File: src/rtl/decoder_pkg.sv
// Shared definitions for the scanning active-low decoder:
// mode encodings and the one-hot active-low helper.
package decoder_pkg;

  localparam logic MODE_DIRECT = 1'b0;
  localparam logic MODE_SCAN   = 1'b1;
  localparam int   MAX_OUTS    = 256;

  // Position sel cleared in an all-ones word; an out-of-range sel leaves every output released.
  function automatic logic [MAX_OUTS-1:0] onehot_al(input int sel, input int width);
    logic [MAX_OUTS-1:0] r;
    r = ~(MAX_OUTS'(1) << sel);
    if (sel >= width || sel < 0) r = '1;
    return r;
  endfunction

endpackage

File: src/rtl/decoder_scan_al_if.sv
// Control and output bundle of the scanning decoder; master drives select/mode/enable,
// slave returns the registered active-low lines, index and wrap pulse.
interface decoder_scan_al_if #(parameter int N = 2);

  localparam int OUTS = 2**N;

  logic            en;
  logic            mode;
  logic [N-1:0]    w;
  logic [OUTS-1:0] y;
  logic [N-1:0]    idx;
  logic            wrap;

  modport master (output en, mode, w, input y, idx, wrap);
  modport slave  (input en, mode, w, output y, idx, wrap);

endinterface

File: src/rtl/dwell_timer.sv
// Counts 0..DWELL-1 while run is high; tick marks the last cycle of a dwell period.
module dwell_timer #(
  parameter int DWELL = 4
) (
  input  logic clk,
  input  logic rst,
  input  logic clr,
  input  logic run,
  output logic tick
);

  localparam int            CW   = (DWELL > 1) ? $clog2(DWELL) : 1;
  localparam logic [CW-1:0] LAST = CW'(DWELL - 1);

  logic [CW-1:0] cnt_reg;

  assign tick = run && (cnt_reg == LAST);

  always_ff @(posedge clk or posedge rst) begin
    if (rst) begin
      cnt_reg <= '0;
    end else if (clr) begin
      cnt_reg <= '0;
    end else if (run) begin
      cnt_reg <= tick ? '0 : cnt_reg + 1'b1;
    end
  end

endmodule

File: src/rtl/decoder_scan_al.sv
// Registered N-to-2^N active-low decoder with DIRECT select and SCAN walk over 0..w,
// driving multiplexed loads such as digit commons or LED rows.
module decoder_scan_al
  import decoder_pkg::*;
#(
  parameter int N     = 2,
  parameter int DWELL = 4
) (
  input  logic              clk,
  input  logic              rst,
  decoder_scan_al_if.slave  bus
);

  localparam int OUTS = 2**N;

  logic            mode_q;
  logic [N-1:0]    idx_reg;
  logic [N-1:0]    idx_next;
  logic [OUTS-1:0] y_reg;
  logic [OUTS-1:0] y_next;
  logic            wrap_reg;
  logic            wrap_next;
  logic            scan;
  logic            restart;
  logic            clr;
  logic            run;
  logic            tick;

  assign scan    = (bus.mode == MODE_SCAN);
  // Entering SCAN restarts the walk even while disabled, so it is kept out of run/en gating.
  assign restart = scan && (mode_q == MODE_DIRECT);
  assign clr     = restart || !scan;
  assign run     = bus.en && scan;

  dwell_timer #(.DWELL(DWELL)) u_timer (
    .clk  (clk),
    .rst  (rst),
    .clr  (clr),
    .run  (run),
    .tick (tick)
  );

  always_comb begin
    idx_next  = idx_reg;
    wrap_next = 1'b0;
    y_next    = '1;
    if (restart) begin
      idx_next = '0;
    end else if (!scan) begin
      if (bus.en) idx_next = bus.w;
    end else if (tick) begin
      // Wrapping on idx >= w also recovers when w was lowered below the current position.
      if (idx_reg >= bus.w) begin
        idx_next  = '0;
        wrap_next = 1'b1;
      end else begin
        idx_next = idx_reg + 1'b1;
      end
    end
    if (bus.en) y_next = OUTS'(onehot_al(int'(idx_next), OUTS));
  end

  always_ff @(posedge clk or posedge rst) begin
    if (rst) begin
      mode_q   <= MODE_DIRECT;
      idx_reg  <= '0;
      y_reg    <= '1;
      wrap_reg <= 1'b0;
    end else begin
      mode_q   <= bus.mode;
      idx_reg  <= idx_next;
      y_reg    <= y_next;
      wrap_reg <= wrap_next;
    end
  end

  assign bus.y    = y_reg;
  assign bus.idx  = idx_reg;
  assign bus.wrap = wrap_reg;

endmodule

File: src/flat_wrapper.sv
// flat-port wrapper written by rule: the top's interface ports become plain ports
module decoder_scan_al_flat import decoder_pkg::*;
#(
  parameter int N     = 2,
  parameter int DWELL = 4
)
  (clk, rst, bus_en, bus_mode, bus_w, bus_y, bus_idx, bus_wrap);
  decoder_scan_al_if #(.N(N)) bus_i ();
  input  logic clk;
  input  logic rst;
  input wire logic [$bits(bus_i.en)-1:0] bus_en;
  input wire logic [$bits(bus_i.mode)-1:0] bus_mode;
  input wire logic [$bits(bus_i.w)-1:0] bus_w;
  output wire logic [$bits(bus_i.y)-1:0] bus_y;
  output wire logic [$bits(bus_i.idx)-1:0] bus_idx;
  output wire logic [$bits(bus_i.wrap)-1:0] bus_wrap;
  assign bus_i.en = bus_en;
  assign bus_i.mode = bus_mode;
  assign bus_i.w = bus_w;
  assign bus_y = bus_i.y;
  assign bus_idx = bus_i.idx;
  assign bus_wrap = bus_i.wrap;
  decoder_scan_al #(.N(N), .DWELL(DWELL)) u_core (.clk(clk), .rst(rst), .bus(bus_i));
endmodule
File: config.mk
export PLATFORM = sky130hd
export DESIGN_NAME = decoder_scan_al_flat
export DESIGN_NICKNAME = d
export VERILOG_FILES = /design/src/rtl/decoder_pkg.sv /design/src/rtl/decoder_scan_al_if.sv /design/src/rtl/dwell_timer.sv /design/src/rtl/decoder_scan_al.sv /design/src/flat_wrapper.sv
export SDC_FILE = /design/constraint.sdc
export NUM_CORES = 1
export LEC_CHECK = 0
export BUFFER_PORTS_ARGS = -buffer_cell sky130_fd_sc_hd__buf_2
export CORE_MARGIN = 3
export CORE_UTILIZATION = 38
export CTS_BUF_LIST = sky130_fd_sc_hd__clkbuf_16
export DETAILED_ROUTE_END_ITERATION = 7
export GPL_TIMING_DRIVEN = 0
export SKIP_CTS_REPAIR_TIMING = 1
export SYNTH_ARGS = -nofsm -noshare
export SYNTH_HDL_FRONTEND = slang
export SYNTH_SLANG_ARGS = --single-unit
export TNS_END_PERCENT = 1
File: constraint.sdc
create_clock -name clk -period 3.7 [get_ports clk]
set_clock_uncertainty 0.2 [all_clocks]
set_input_delay 0.37 -clock clk [delete_from_list [all_inputs] [get_ports clk]]
set_output_delay 0.37 -clock clk [all_outputs]
set_load 0.05 [all_outputs]
## Yosys cells after proc, flatten, opt, wreduce, memory -nomap -nowiden

Index checks and enable logic that the tools add are counted.

- Output and inout bits: 7
- Bits in read-only memories: 0
- Latch bits: 0
- Memories kept: 0
- Word-level logic and storage cells: 31
- Input port bits: 6
- Register bits: 10
- Memory bits (writable): 0

- $mul: 0
- Bitwise operators: 2
- $add $sub $neg: 2
- Muxes and demuxes: 13
- Shift-type cells: 1
- Div/mod/pow operators: 0
- Magnitude comparators: 1
- Reduce and logical (&&, ||, !) cells: 6
- Equal/unequal tests: 1

Operators by type and width:

| operator | count |
|---|---|
| 2-to-1 mux 2 bit | 8 |
| adder 2 x 1 -> 2 bit (second input constant) | 2 |
| 2-to-1 mux 1 bit | 4 |
| 2-to-1 mux 4 bit | 1 |
| NOT 4 bit | 1 |
| << shifter 1 x 2 -> 4 bit (first input constant) | 1 |
| logical AND 1 bit | 3 |
| == test 2 bit (second input constant) | 1 |
| >= comparator 2 bit | 1 |
| nonzero test 2 bit | 1 |
| zero test 1 bit | 1 |
| logical OR 1 bit | 1 |
| NOT 1 bit | 1 |

## Longest topological paths before layout

Gate-level depths: netlist of the first run.

- Word-level depth: 8
- Gate-level depth with buffers: 6
- Gate-level depth less buffers: 6

## Cells and area by module

A second synthesis of the first run with hierarchy kept.

- Cell total of the unflattened synthesis: 49
- Area total of the unflattened synthesis: 550.5 um2

Modules (own cells, without submodules):

| module | area an instance (um2) | instances | cells each |
|---|---|---|---|
| decoder_scan_al | 440.4 | 1 | 39 |
| dwell_timer | 110.1 | 1 | 10 |

## Worst setup path before layout of the first run

Ideal clock, no wire load.

- Kind: reg-to-reg
- From: register u_core.idx_reg[0], in the netlist u_core.bus.idx[0]
- To: register u_core.y_reg[2], in the netlist u_core.bus.y[2]
- Clock period less this slack: 2.245 ns
- Setup time: 0.094 ns
- Required time: 3.406 ns
- Data arrival time: 1.951 ns
- Path slack: 1.455 ns
- Path buffers: 0
- Cell stages (with the launch flop): 7
- Path through: dfrtp_1 -> inv_1 -> ha_1 -> nand2b_4 -> a2111oi_2 -> o311a_1 -> o21ai_1

- Longest elaborated chain between the ends: 8
- Elaborated cells on any way between the ends: 10
- Those cells by class: 1 x add/sub; 1 x order compare; 1 x shift; 6 x mux; 1 x bitwise

RTL lines:

| what | RTL line | text |
|---|---|---|
| start: declaration | decoder_scan_al.sv:17 | `logic [N-1:0] idx_reg;` |
| start signal: assignment | decoder_scan_al.sv:71 | `idx_reg <= idx_next;` |
| adder 2 x 1 -> 2 bit / >= comparator 2 bit (equally long branches) | decoder_scan_al.sv:57, decoder_scan_al.sv:53 |  |
| 2-to-1 mux 2 bit | decoder_scan_al.sv:53 | `if (idx_reg >= bus.w) begin` |
| 2-to-1 mux 2 bit | decoder_scan_al.sv:51 | `end else if (tick) begin` |
| 2-to-1 mux 2 bit (*) | decoder_scan_al.sv:49 | `end else if (!scan) begin` |
| 2-to-1 mux 2 bit (*) | decoder_scan_al.sv:47 | `if (restart) begin` |
| << shifter 1 x 2 -> 4 bit (*) | decoder_pkg.sv:12 | `r = ~(MAX_OUTS'(1) << sel);` |
| NOT 4 bit (*) | decoder_pkg.sv:12 |  |
| 2-to-1 mux 4 bit (*) | decoder_scan_al.sv:60 | `if (bus.en) y_next = OUTS'(onehot_al(int'(idx_next), OUTS));` |
| named net u_core.y_next[2] | decoder_scan_al.sv:20 | `logic [OUTS-1:0] y_next;` |
| end signal: assignment | decoder_scan_al.sv:72 | `y_reg <= y_next;` |
| end: declaration | decoder_scan_al.sv:19 | `logic [OUTS-1:0] y_reg;` |

Mark *: on every way through the listed nets, which the timed path passes. The rest lies on a longest branch.
A chain may end at the register's enable or synchronous reset.

## Worst setup path in the final report of the first run

Same ends and word-level chain as after synthesis.

==> results of run 1 <==
==> stage by stage <==
step                total power [mW]  utilization  setup WS [ns]  instance area [um^2]  hold WS (ns)
global placement               0.197        0.487           1.66                   689         0.157
detailed placement             0.198        0.487           1.62                   689         0.161
finish                         0.383        0.550           1.62                   778        0.0897
floorplan                      0.183            -           1.45                   616       0.00732
CTS                            0.387        0.543           1.61                   768       -0.0861
global route                   0.401        0.550           1.48                   778        0.0879
==> placed cells by master, fill, tap and decap left out, drive strengths merged, types with 2 or more instances in the layout <==
master   count
clkbuf       3
nand2        2
inv          5
nand3        4
nor2         8
dfstp        4
ha           3
dfrtp        6
a2111oi      3
mux2i        4
buf         13
nand2b       2
o21ai        2
==> worst paths after layout <==
path | startpoint | slack (ns) | end
worst min-delay path | bus_mode | 0.09 | u_core.mode_q
max in group asynchronous | rst | 2.54 | u_core.bus.y[0]
min in group asynchronous | rst | 0.45 | u_core.u_timer.cnt_reg[1]
worst max register to register | u_core.bus.idx[0] | 1.62 | u_core.bus.y[2]
worst min register to register | u_core.u_timer.cnt_reg[1] | 0.34 | u_core.u_timer.cnt_reg[1]
worst max-delay path | u_core.bus.idx[0] | 1.62 | u_core.bus.y[2]
==> worst max-delay path, stage by stage, from the launching register on <==
cell	delay [ns]
dfrtp_1	0.45
inv_1	0.07
ha_1	0.29
nand2b_4	0.18
a2111oi_2	0.47
o311a_1	0.25
o21ai_1	0.08
==> metal layers <==
| metal | track usage | up-vias |
|---|---|---|
| li1 | - | 228 |
| met1 | 0.161 | 215 |
| met2 | 0.203 | 6 |
| met3 | 0.0234 | 0 |
| met4 | 0.0682 | 0 |
| met5 | 0 | - |
==> Yosys cell counts, drive strengths merged <==
cell | n | area share
ha | 3 | 0.061
nor2 | 8 | 0.049
o311a | 1 | 0.016
nand3b | 1 | 0.012
nand2b | 2 | 0.033
nand3 | 4 | 0.041
o21ai | 2 | 0.016
or3 | 1 | 0.010
buf | 2 | 0.037
mux2i | 4 | 0.065
dfrtp | 6 | 0.24
o311ai | 1 | 0.026
nand2 | 2 | 0.012
o31a | 1 | 0.016
a21oi | 1 | 0.0081
inv | 4 | 0.024
a2111oi | 3 | 0.11
or2 | 1 | 0.010
nand4 | 1 | 0.010
dfstp | 4 | 0.17
nor4b | 1 | 0.014
and3 | 1 | 0.010
==> logic make-up after synthesis <==
kind of cell	after synthesis	synth area share
AOI/OAI and AO/OA	9	0.197
adders and majority gates	3	0.0610
buffers and inverters	6	0.0610
DFF	10	0.415
muxes	4	0.0650
and+or+nand+nor	22	0.201
==> power breakdown <==
group	switching (mW)	internal, mW
Combinational	0.0488	0.0245
Clock	0.0449	0.141
Sequential	0.00581	0.118
Total	0.0995	0.284
==> final cells by class <==
| cell class | instances | area, um^2 | area share |
|---|---|---|---|
| Clock buffer | 3 | 75.1 | 0.0965 |
| Timing Repair Buffer | 12 | 65.1 | 0.0836 |
| Sequential cell | 10 | 255 | 0.328 |
| Buffer | 2 | 22.5 | 0.0289 |
| Multi-Input combinational cell | 38 | 323 | 0.415 |
| Inverter | 4 | 15.0 | 0.0193 |
| Clock inverter | 1 | 3.75 | 0.00482 |
| Tap cell | 15 | 18.8 | 0.0241 |
==> results.toml, run 1 <==
[run_status]
status = "completed"

[placed_design]
gp_congestion = 0.706
place_inst = 80
portBuffers = 11
hpwlAfterDp_um = 836

[synthesis]
synth_fp_nets = 63
syn-cell-area_um2 = 616
avgSynthCellArea_um2 = 11.4
synth_cell_types = 25
yosysSeqAreaShare = 0.415
ys_ff_latch = 10
synth_cells = 54
ys_warn_count = 0

[cts]
clk_latency_ns = 0.23
cts_root_buf = "clkbuf_16"
numCtsBuffers = 3
cts_num_sinks = 10
clkSlewWorstSetupHoldPaths_ns = 0.04
cts.path.max_buffers = 2
tritoncts = "built"
h-tree-depth = 1

[global_routing]
grt_max_degree = 11
first_global_vias = 438
grt-ovfl-total = 0
grt_usage = 0.128
antenna_found_initial = 0
grt_pass1_wl_um = 1910

[power]
p_leak_nw = 0.357
ir_drop_mv = 0.315
cellPowerDensity_nw_per_um2 = 493

[finish]
drive_gt1_frac = 0.386
nets = 80
largest_reg_flops = 4
fin_cells = 85
diodes = 0
fill_cells = 122
area_delta_synth_final_pct = 26.4

[worst_setup_path]
path_max_fanout = 7
crit_type = "flop to flop"
ff2ff_path_depth = 6
cp-end-kind = "flop"
crit_required_ns = 3.64
cp.arrival_ns = 2.01
crit_path_start_kind = "flop"

[sta]
period_minus_slack_ns = 2.08
max_freq_ghz = 0.482
tightest_slew_ns = 0.408
maxSlewViolCount = 0
setup_tns_ns = 0
rsz0062_at_grt = "false"
hold_viol = 0
period_share = 0.561
relSlewSlack = 0.728
finalSetupViolCount = 0

[detailed_routing]
firstDrtPassIters = 3
drtAntennaViolNets = 0
wire_per_inst_um = 14.0
drtIter0Drc = 1
drt-total-wl_um = 1190
dr.max_layer_used = "met3"
drt-met1-wl_um = 583
route.vias.total = 449
route.met3.wl_um = 23
drt-vias-per-instance = 5.28
wl_met2_um = 583
drc_errors = 0

[die]
die_h_um = 46.3
rows = 13
die_area_um2 = 2140
coreArea_um2 = 1420
start_util = 0.435
io_pins = 13
chipWidth_um = 46.3

[worst_hold_path]
min_path_cells = 1
hp-class = "input pin to flop"

[job]
cap_violations = 0
(Power assumes the default switching activity.)
==> inputs of run 2 (changes only) <==
Clock period 3.7 ns to 1.9 ns, I/O delays scaled along.
==> results.toml, run 2 (synthesis gave the netlist of run 1 again) <==
[run_status]
status = "completed"

[finish]
largest_reg_flops = 4
fin_cells = 88
diodes = 0
drive_gt1_frac = 0.479
most-common-layout-cells = "buf_2 (11), nor2_1 (8)"
layout_commonest_cell = "buf_2"
fill_cells = 108
post-route-cell-area_um2 = 840
nets = 83
finalCoreUtilization = 0.593
area_delta_synth_final_pct = 36.4

[sta]
period_share = 0.991
tightest_slew_ns = 0.360
hold_ws_ns = 0.0301
max_freq_ghz = 0.531
hold_viol = 0
finalSetupViolCount = 0
rsz0062_at_grt = "true"
period_minus_slack_ns = 1.88
maxSlewViolCount = 0
relSlewSlack = 0.760

[detailed_routing]
firstDrtPassIters = 2
drt-total-wl_um = 1190
drtIter0Drc = 2
drt-vias-per-instance = 5.28
drc_errors = 0
drt-met1-wl_um = 528
dr.max_layer_used = "met4"
wl_met2_um = 560
drtAntennaViolNets = 0
route.vias.total = 465
wire_per_inst_um = 13.5
route.met3.wl_um = 65

[power]
pwr-share-comb = 0.212
p_leak_nw = 0.371
pwr-share-seq = 0.312
cellPowerDensity_nw_per_um2 = 920
internal-power_mw = 0.566
ir_drop_mv = 0.735
switching_share = 0.267
p_clk_frac = 0.476
p_switching_mw = 0.206
fin_total_pwr_mw = 0.773

[worst_setup_path]
slowest_stage = "dfrtp_2"
crit_path_start_kind = "flop"
cp_slowest_stage_delay_ns = 0.43
worstPathCellList = "inv_2, ha_4, nand2b_4, a2111oi_4, o311a_1, o21ai_1"
crit_required_ns = 1.84
path_max_fanout = 5
crit_type = "flop to flop"
path_buf_inv = 1
cp.arrival_ns = 1.82
cp-end-kind = "flop"
path_delay_family = "compound AO/OA/AOI/OAI gates"

[global_routing]
grt_max_degree = 11
first_global_vias = 461
grt-ovfl-total = 0
antenna_found_initial = 0
grt_usage = 0.145
grt_pass1_wl_um = 2080

[die]
die_h_um = 46.3
io_pins = 13
chipWidth_um = 46.3
rows = 13
start_util = 0.435
coreArea_um2 = 1420
die_area_um2 = 2140

[cts]
tritoncts = "built"
cts_root_buf = "clkbuf_16"
clkSlewWorstSetupHoldPaths_ns = 0.04
h-tree-depth = 1
cts.path.max_buffers = 2
cts_num_sinks = 10
clk_latency_ns = 0.24
numCtsBuffers = 3

[placed_design]
place_area_um2 = 719
portBuffers = 11
place_inst = 80
hpwlAfterDp_um = 886
gp_congestion = 0.745

[worst_hold_path]
hp-class = "input pin to flop"

[job]
cap_violations = 0
==> run 2: changes by cell type in the layout (fill, tap and decap cells not counted), moves of 2 or more <==
cell	delta
ha_1	-2
dfrtp_2	+2
buf_4	+2
dfrtp_1	-2
==> run 2: through the flow <==
step	TNS (ns)	setup WS [ns]
after global placement	0	0.0693
after global routing	-0.0466	-0.0356
after CTS	-0.0856	-0.0593
after detailed placement	0	0.0427
after floorplan	-0.00910	-0.00910
final	0	0.0167
==> run 2: tightest hold or removal path: cells and delay by family <==
kind	cells	cell delay [ns]
AND/OR/NAND/NOR	2	0.12
buffers and inverters	1	0.12
==> run 2: power by group through the flow <==
stage	Combinational, mW	Sequential, mW	Clock (mW)
final	0.163	0.241	0.368
after global routing	0.177	0.243	0.391
after CTS	0.153	0.243	0.378
after detailed placement	0.152	0.246	0
after global placement	0.150	0.246	0
after floorplan	0.0872	0.281	0
==> run 2: area by class of cell <==
class	count	area, um^2	share of cell area
Multi-Input combinational cell	38	357	0.425
Inverter	4	15.0	0.0179
Tap cell	15	18.8	0.0224
Buffer	2	22.5	0.0268
Clock buffer	3	75.1	0.0894
Sequential cell	10	258	0.307
Timing Repair Buffer	15	90.1	0.107
Clock inverter	1	3.75	0.00447
==> run 2: path summary, 6_finish.rpt <==
check                                                from                         to  slack (ns)  depth (start not counted)
worst max-delay path                    u_core.bus.idx[0]            u_core.bus.y[2]        0.02                          6
worst min-delay path                               bus_en            u_core.bus.wrap        0.03                          3
worst max register to register          u_core.bus.idx[0]            u_core.bus.y[2]        0.02                          6
worst min register to register  u_core.u_timer.cnt_reg[1]  u_core.u_timer.cnt_reg[1]        0.33                          2
max in group asynchronous                             rst            u_core.bus.y[1]        0.93                          3
min in group asynchronous                             rst  u_core.u_timer.cnt_reg[1]        0.26                          3
==> run 2: layer usage <==
| metal | vias to the layer above | track usage |
|---|---|---|
| met3 | 5 | 0.0703 |
| met2 | 10 | 0.214 |
| met1 | 217 | 0.166 |
| met5 | - | 0 |
| met4 | 0 | 0.0852 |
| li1 | 233 | - |
